## src/rtl/mem_arb_pkg.sv

```systemverilog
// mem_arb_pkg: shared definitions for the two-port dmem arbiter.
//   ADDR_W_DEF / DATA_W_DEF : default address / data widths
//   req_id_e                : requester ids (REQ_DP = datapath, REQ_LD = loader/debug)
//   arb_state_e             : last-winner state (LAST0 / LAST1)
package mem_arb_pkg;
  localparam int ADDR_W_DEF = 32;
  localparam int DATA_W_DEF = 32;

  typedef enum logic {
    REQ_DP = 1'b0,
    REQ_LD = 1'b1
  } req_id_e;

  typedef enum logic {
    LAST0 = 1'b0,
    LAST1 = 1'b1
  } arb_state_e;
endpackage

```

## src/rtl/mem_arbiter_rr_pick.sv

```systemverilog
// rr_pick: combinational grant decision for two requesters.
//   req0, req1 : requests
//   last       : requester granted most recently (LAST0 / LAST1)
//   gnt        : one-hot grant, bit index = req_id_e
// Build option MEM_ARB_FIXED_PRIO_EN: requester 0 always wins contention and
// 'last' is ignored; otherwise the requester not granted last wins.
module rr_pick
  import mem_arb_pkg::*;
(
  input  logic       req0,
  input  logic       req1,
  input  arb_state_e last,
  output logic [1:0] gnt
);

  logic pick1;  // contention winner is requester 1

`ifdef MEM_ARB_FIXED_PRIO_EN
  assign pick1 = 1'b0;
  logic unused_last;
  assign unused_last = last;
`else
  assign pick1 = (last == LAST0);
`endif

  always_comb begin
    gnt = 2'b00;
    if (req0 && req1) begin
      gnt[REQ_LD] = pick1;
      gnt[REQ_DP] = !pick1;
    end else begin
      gnt[REQ_DP] = req0;
      gnt[REQ_LD] = req1;
    end
  end

endmodule

```

## src/rtl/mem_arbiter.sv

```systemverilog
// mem_arbiter: shares one single-port dmem between the datapath (requester 0)
// and the loader/debug port (requester 1).
//   clk, reset             : clock, async active-low reset
//   reqN/weN/addrN/wdataN  : requester N access request
//   gntN                   : requester N owns the dmem port this cycle
//   rdataN/rvalidN         : read data, valid for the one cycle after a read grant
//   mem_we/addr/wdata      : shared dmem port; mem_rdata is its combinational read data
// Build option MEM_ARB_FIXED_PRIO_EN (see rr_pick): fixed priority to requester 0.
module mem_arbiter
  import mem_arb_pkg::*;
#(
  parameter int ADDR_W = ADDR_W_DEF,
  parameter int DATA_W = DATA_W_DEF
) (
  input  logic              clk,
  input  logic              reset,
  input  logic              req0,
  input  logic              we0,
  input  logic [ADDR_W-1:0] addr0,
  input  logic [DATA_W-1:0] wdata0,
  output logic              gnt0,
  output logic [DATA_W-1:0] rdata0,
  output logic              rvalid0,
  input  logic              req1,
  input  logic              we1,
  input  logic [ADDR_W-1:0] addr1,
  input  logic [DATA_W-1:0] wdata1,
  output logic              gnt1,
  output logic [DATA_W-1:0] rdata1,
  output logic              rvalid1,
  output logic              mem_we,
  output logic [ADDR_W-1:0] mem_addr,
  output logic [DATA_W-1:0] mem_wdata,
  input  logic [DATA_W-1:0] mem_rdata
);

  arb_state_e state_q, state_d;
  logic [1:0] pick;

  rr_pick u_pick (
    .req0 (req0),
    .req1 (req1),
    .last (state_q),
    .gnt  (pick)
  );

  // Gating with reset makes grants and mem_we drop the moment reset asserts,
  // so an in-flight write never lands on the edge that would have ended it.
  assign gnt0 = pick[REQ_DP] & reset;
  assign gnt1 = pick[REQ_LD] & reset;

  // Requester 0 is the default path so the port is quiet (apart from we) when idle.
  assign mem_we    = (gnt0 & we0) | (gnt1 & we1);
  assign mem_addr  = gnt1 ? addr1  : addr0;
  assign mem_wdata = gnt1 ? wdata1 : wdata0;

  always_comb begin
    state_d = state_q;
    if (gnt0)      state_d = LAST0;
    else if (gnt1) state_d = LAST1;
  end

  always_ff @(posedge clk or negedge reset) begin
    if (!reset) begin
      state_q <= LAST1;  // requester 0 wins the first contention
      rdata0  <= '0;
      rdata1  <= '0;
      rvalid0 <= 1'b0;
      rvalid1 <= 1'b0;
    end else begin
      state_q <= state_d;
      rvalid0 <= gnt0 & ~we0;
      rvalid1 <= gnt1 & ~we1;
      if (gnt0 && !we0) rdata0 <= mem_rdata;
      if (gnt1 && !we1) rdata1 <= mem_rdata;
    end
  end

endmodule

```

## config.mk

```make
export PLATFORM = sky130hd
export DESIGN_NAME = mem_arbiter
export DESIGN_NICKNAME = d
export VERILOG_FILES = /design/src/rtl/mem_arb_pkg.sv /design/src/rtl/mem_arbiter_rr_pick.sv /design/src/rtl/mem_arbiter.sv
export SDC_FILE = /design/constraint.sdc
export NUM_CORES = 1
export LEC_CHECK = 0
export BUFFER_PORTS_ARGS = -buffer_cell sky130_fd_sc_hd__buf_4
export CORE_AREA = 2 2 115 117
export DETAILED_ROUTE_END_ITERATION = 8
export DIE_AREA = 0 0 117 119
export SYNTH_ARGS = -nofsm -noshare
export SYNTH_HDL_FRONTEND = slang
export SYNTH_HIERARCHICAL = 1
export SYNTH_SLANG_ARGS = --single-unit
```

## constraint.sdc

```tcl
create_clock -name clk -period 4.23 [get_ports clk]
set_input_delay 0.2115 -clock clk [delete_from_list [all_inputs] [get_ports clk]]
set_output_delay 0.2115 -clock clk [all_outputs]
set_load 0.02 [all_outputs]
```

==> flow_metrics.py <==
metrics = {
    "synth": {
        "async_flop_share_pct": 100,
        "yosysWarnings": 6,
        "synth_edf_count": 0,
        "ys_seq_area_share_pct": 50.7,
        "synth_cell_types": 16,
        "ys_seq_elements": 67,
        "synthFlopType": "dfrtp_1",
        "synth_area_leaders": "dfrtp_1 (50%), mux2_2 (42%), buf_6 (2.0%), mux2_1 (1.4%), buf_2 (1.1%)",
        "synth_top_cell_by_area": "dfrtp_1",
        "netlist_area_sq_um": 3310,
        "synth.most_common_cell": "mux2_2",
        "synth.avg_cell_area_sq_um": 14.9,
        "postSynthCellCount": 222,
        "ys_top_cells_by_count": "mux2_2 (124), dfrtp_1 (66), buf_2 (7)",
        "synth.top_cell.area_share_pct": 49.9,
        "syn-num-nets": 388,
    },
    "drt": {
        "dr.pass1.iters": 4,
        "ant_nets": 0,
        "drc_errors": 0,
        "drtIter0Drc": 71,
        "viasPerCell": 4.26,
        "drt_wl_total_mm": 11.1,
        "wl_per_cell_microns": 15.9,
        "num_vias": 2988,
    },
    "timing": {
        "rsz0062_at_grt": "no",
        "worst_clock_skew_ns": 0.00244,
        "post-route-min-period_ns": 2.86,
        "finalSetupViolCount": 0,
        "worstMarginPinSlew_ns": 0.986,
        "fmax_mhz": 350,
        "slew_violations": 0,
        "max_slew_margin_pct": 33.9,
        "final-hold-violation-count": 0,
        "holdWs_ns": 0.118,
        "post-route-worst-setup-slack_ns": 1.37,
        "setup_tns_ns": 0,
        "period_share_pct": 67.6,
    },
    "floorplan": {
        "die-area_sq_um": 13900,
        "die_h_microns": 119,
        "io_pins": 299,
        "start_util_pct": 25.7,
        "row_count": 42,
        "fp.dieW_microns": 117,
        "core_sq_um": 12900,
    },
    "global_route": {
        "antenna_found_initial": 0,
        "track_usage_pct": 14.9,
        "overflow": 0,
        "first_global_vias": 3083,
        "grt_max_degree": 67,
        "grt_pass1_wl_mm": 15.7,
    },
    "final_layout": {
        "fillers": 1205,
        "area_growth_pct": 82.0,
        "final_area_sq_um": 6020,
        "num_antenna_cells": 0,
        "drive_above_1_share_pct": 84.2,
        "nets": 687,
    },
    "placement": {
        "place_hpwl_mm": 8.72,
        "port_buffers": 298,
        "routabilityCongestion": 0.691,
        "dpl_cell_area_sq_um": 5680,
        "place_ws_ns": 1.68,
    },
    "setup_path": {
        "rr_worst_depth": 3,
        "cp.required_ns": 4.02,
        "worstPathMaxFanout": 46,
        "start_kind": "flop",
        "worstReg2RegEnd": "rdata1[18]$_DFFE_PN0P_",
        "r2r_start": "state_q$_DFFE_PN1P_",
        "critPathKind": "flop to primary output",
        "end_kind": "primary output",
        "reg2reg_slack_ns": 1.88,
        "cp_data_arrival_time_ns": 2.65,
    },
    "power": {
        "comb_power_share_pct": 37.3,
        "p_clk_share_pct": 30.0,
        "power_uw": 2710,
        "leakagePower_uw": 0.00302,
        "seqPwrFrac_pct": 32.7,
        "p_per_area_nw_per_um2": 451,
        "ir_drop_uv": 328,
        "p_switching_uw": 839,
        "netSwitchingFraction_pct": 30.9,
        "p_int_uw": 1880,
    },
    "clocking": {
        "clock_sinks": 67,
        "cts_resized": 0,
        "cts_root_buf": "clkbuf_16",
        "path_clk_slew_ns": 0.06,
        "postCtsSetupBuffers": 0,
        "cts_tree": "done",
        "cts_buffers": 9,
        "clock_path_buffers": 2,
        "clock_latency_ns": 0.33,
        "h-tree-depth": 3,
    },
    "worst_hold_path": {
        "min_to": "rdata0[20]$_DFFE_PN0P_",
        "min_from": "mem_rdata[20]",
        "whs_path_depth": 2,
        "hold_class": "input pin to flop",
    },
    "flow_run": {
        "drv_cap": 0,
    },
    "status": {
        "status": "complete, no violations",
    },
}
[flip-flops by register name (all words and copies together) (netlist names)]
register,cells
rvalid1,1
rdata1,32
state_q,1
rvalid0,1
rdata0,32
[per-layer routing]
metal  track usage (%)  vias to the layer above  part of all wire (%)
met2              26.7                      159                    52
li1                  -                     1399                     -
met3              6.62                       11                    12
met5                 0                        -                     0
met1              15.1                     1419                    35
met4              4.71                        0                   1.4
[worst max-delay path, stage by stage, from the launching register on]
cell      delay, ns
dfstp_2        0.53
a21boi_0       0.19
nand2_2        0.43
buf_4          0.57
mux2_2         0.41
buf_4          0.16
[power groups by stage]
stage	clock, uW	combinational (uW)	sequential [uW]
finish	814	1010	887
global route	857	1070	909
CTS	837	1030	888
detailed placement	0	1030	895
global placement	0	1020	888
floorplan	0	316	1080
[stage by stage]
| step | utilization, % | cells |
|---|---|---|
| 3_3_place_gp | 44.1 | 685 |
| 6_report | 46.7 | 702 |
| 2_1_floorplan | - | 222 |
| 3_5_place_dp | 44.1 | 685 |
| 4_1_cts | 46.7 | 702 |
| 5_1_grt | 46.7 | 702 |
[cell type report]
| type | instances | area (sq um) | area share, % |
|---|---|---|---|
| multi-input combinational | 138 | 1510 | 25.2 |
| sequential | 67 | 1680 | 27.9 |
| clock inverter | 4 | 72.6 | 1.21 |
| timing repair buffer | 301 | 2260 | 37.6 |
| inverter | 4 | 15.0 | 0.249 |
| clock buffer | 12 | 256 | 4.26 |
| tap | 176 | 220 | 3.66 |
[worst max path at each step]
stage	from	end	slack, ns	cells past startpoint
2_1_floorplan	state_q$_DFFE_PN1P_	mem_wdata[19]	2.50	5
3_3_place_gp	state_q$_DFFE_PN1P_	mem_addr[3]	1.74	5
3_5_place_dp	state_q$_DFFE_PN1P_	mem_wdata[0]	1.68	5
4_1_cts	state_q$_DFFE_PN1P_	mem_wdata[0]	1.32	5
5_1_grt	state_q$_DFFE_PN1P_	mem_wdata[0]	1.23	5
6_report	state_q$_DFFE_PN1P_	mem_addr[7]	1.37	5
[placed cells by master, fill, tap and decap left out, drive strengths merged]
cell type      n
nand2          1
nor2b          1
mux2         128
clkbuf        12
dlygate4sd3    1
dfstp          1
nand3b         2
a21oi          1
inv            4
clkinv         1
bufinv         2
a22oi          1
clkinvlp       1
dfrtp         66
nor2           1
buf          300
and2           1
a21boi         2
[cells by family after synthesis]
| family | after synthesis | share of synthesized area [%] |
|---|---|---|
| compound gates | 4 | 0.832 |
| buf+inv | 17 | 3.56 |
| flops | 67 | 50.7 |
| mux | 128 | 43.6 |
| simple gates | 6 | 1.29 |
[repair_timing]
item / 4_1_cts / 5_1_grt
hold buffers: 1 / 0
setup endpoints to repair: 0 / 0
hold endpoints to repair: 1 / 0
Note: power is estimated with default switching activity, not from simulation.
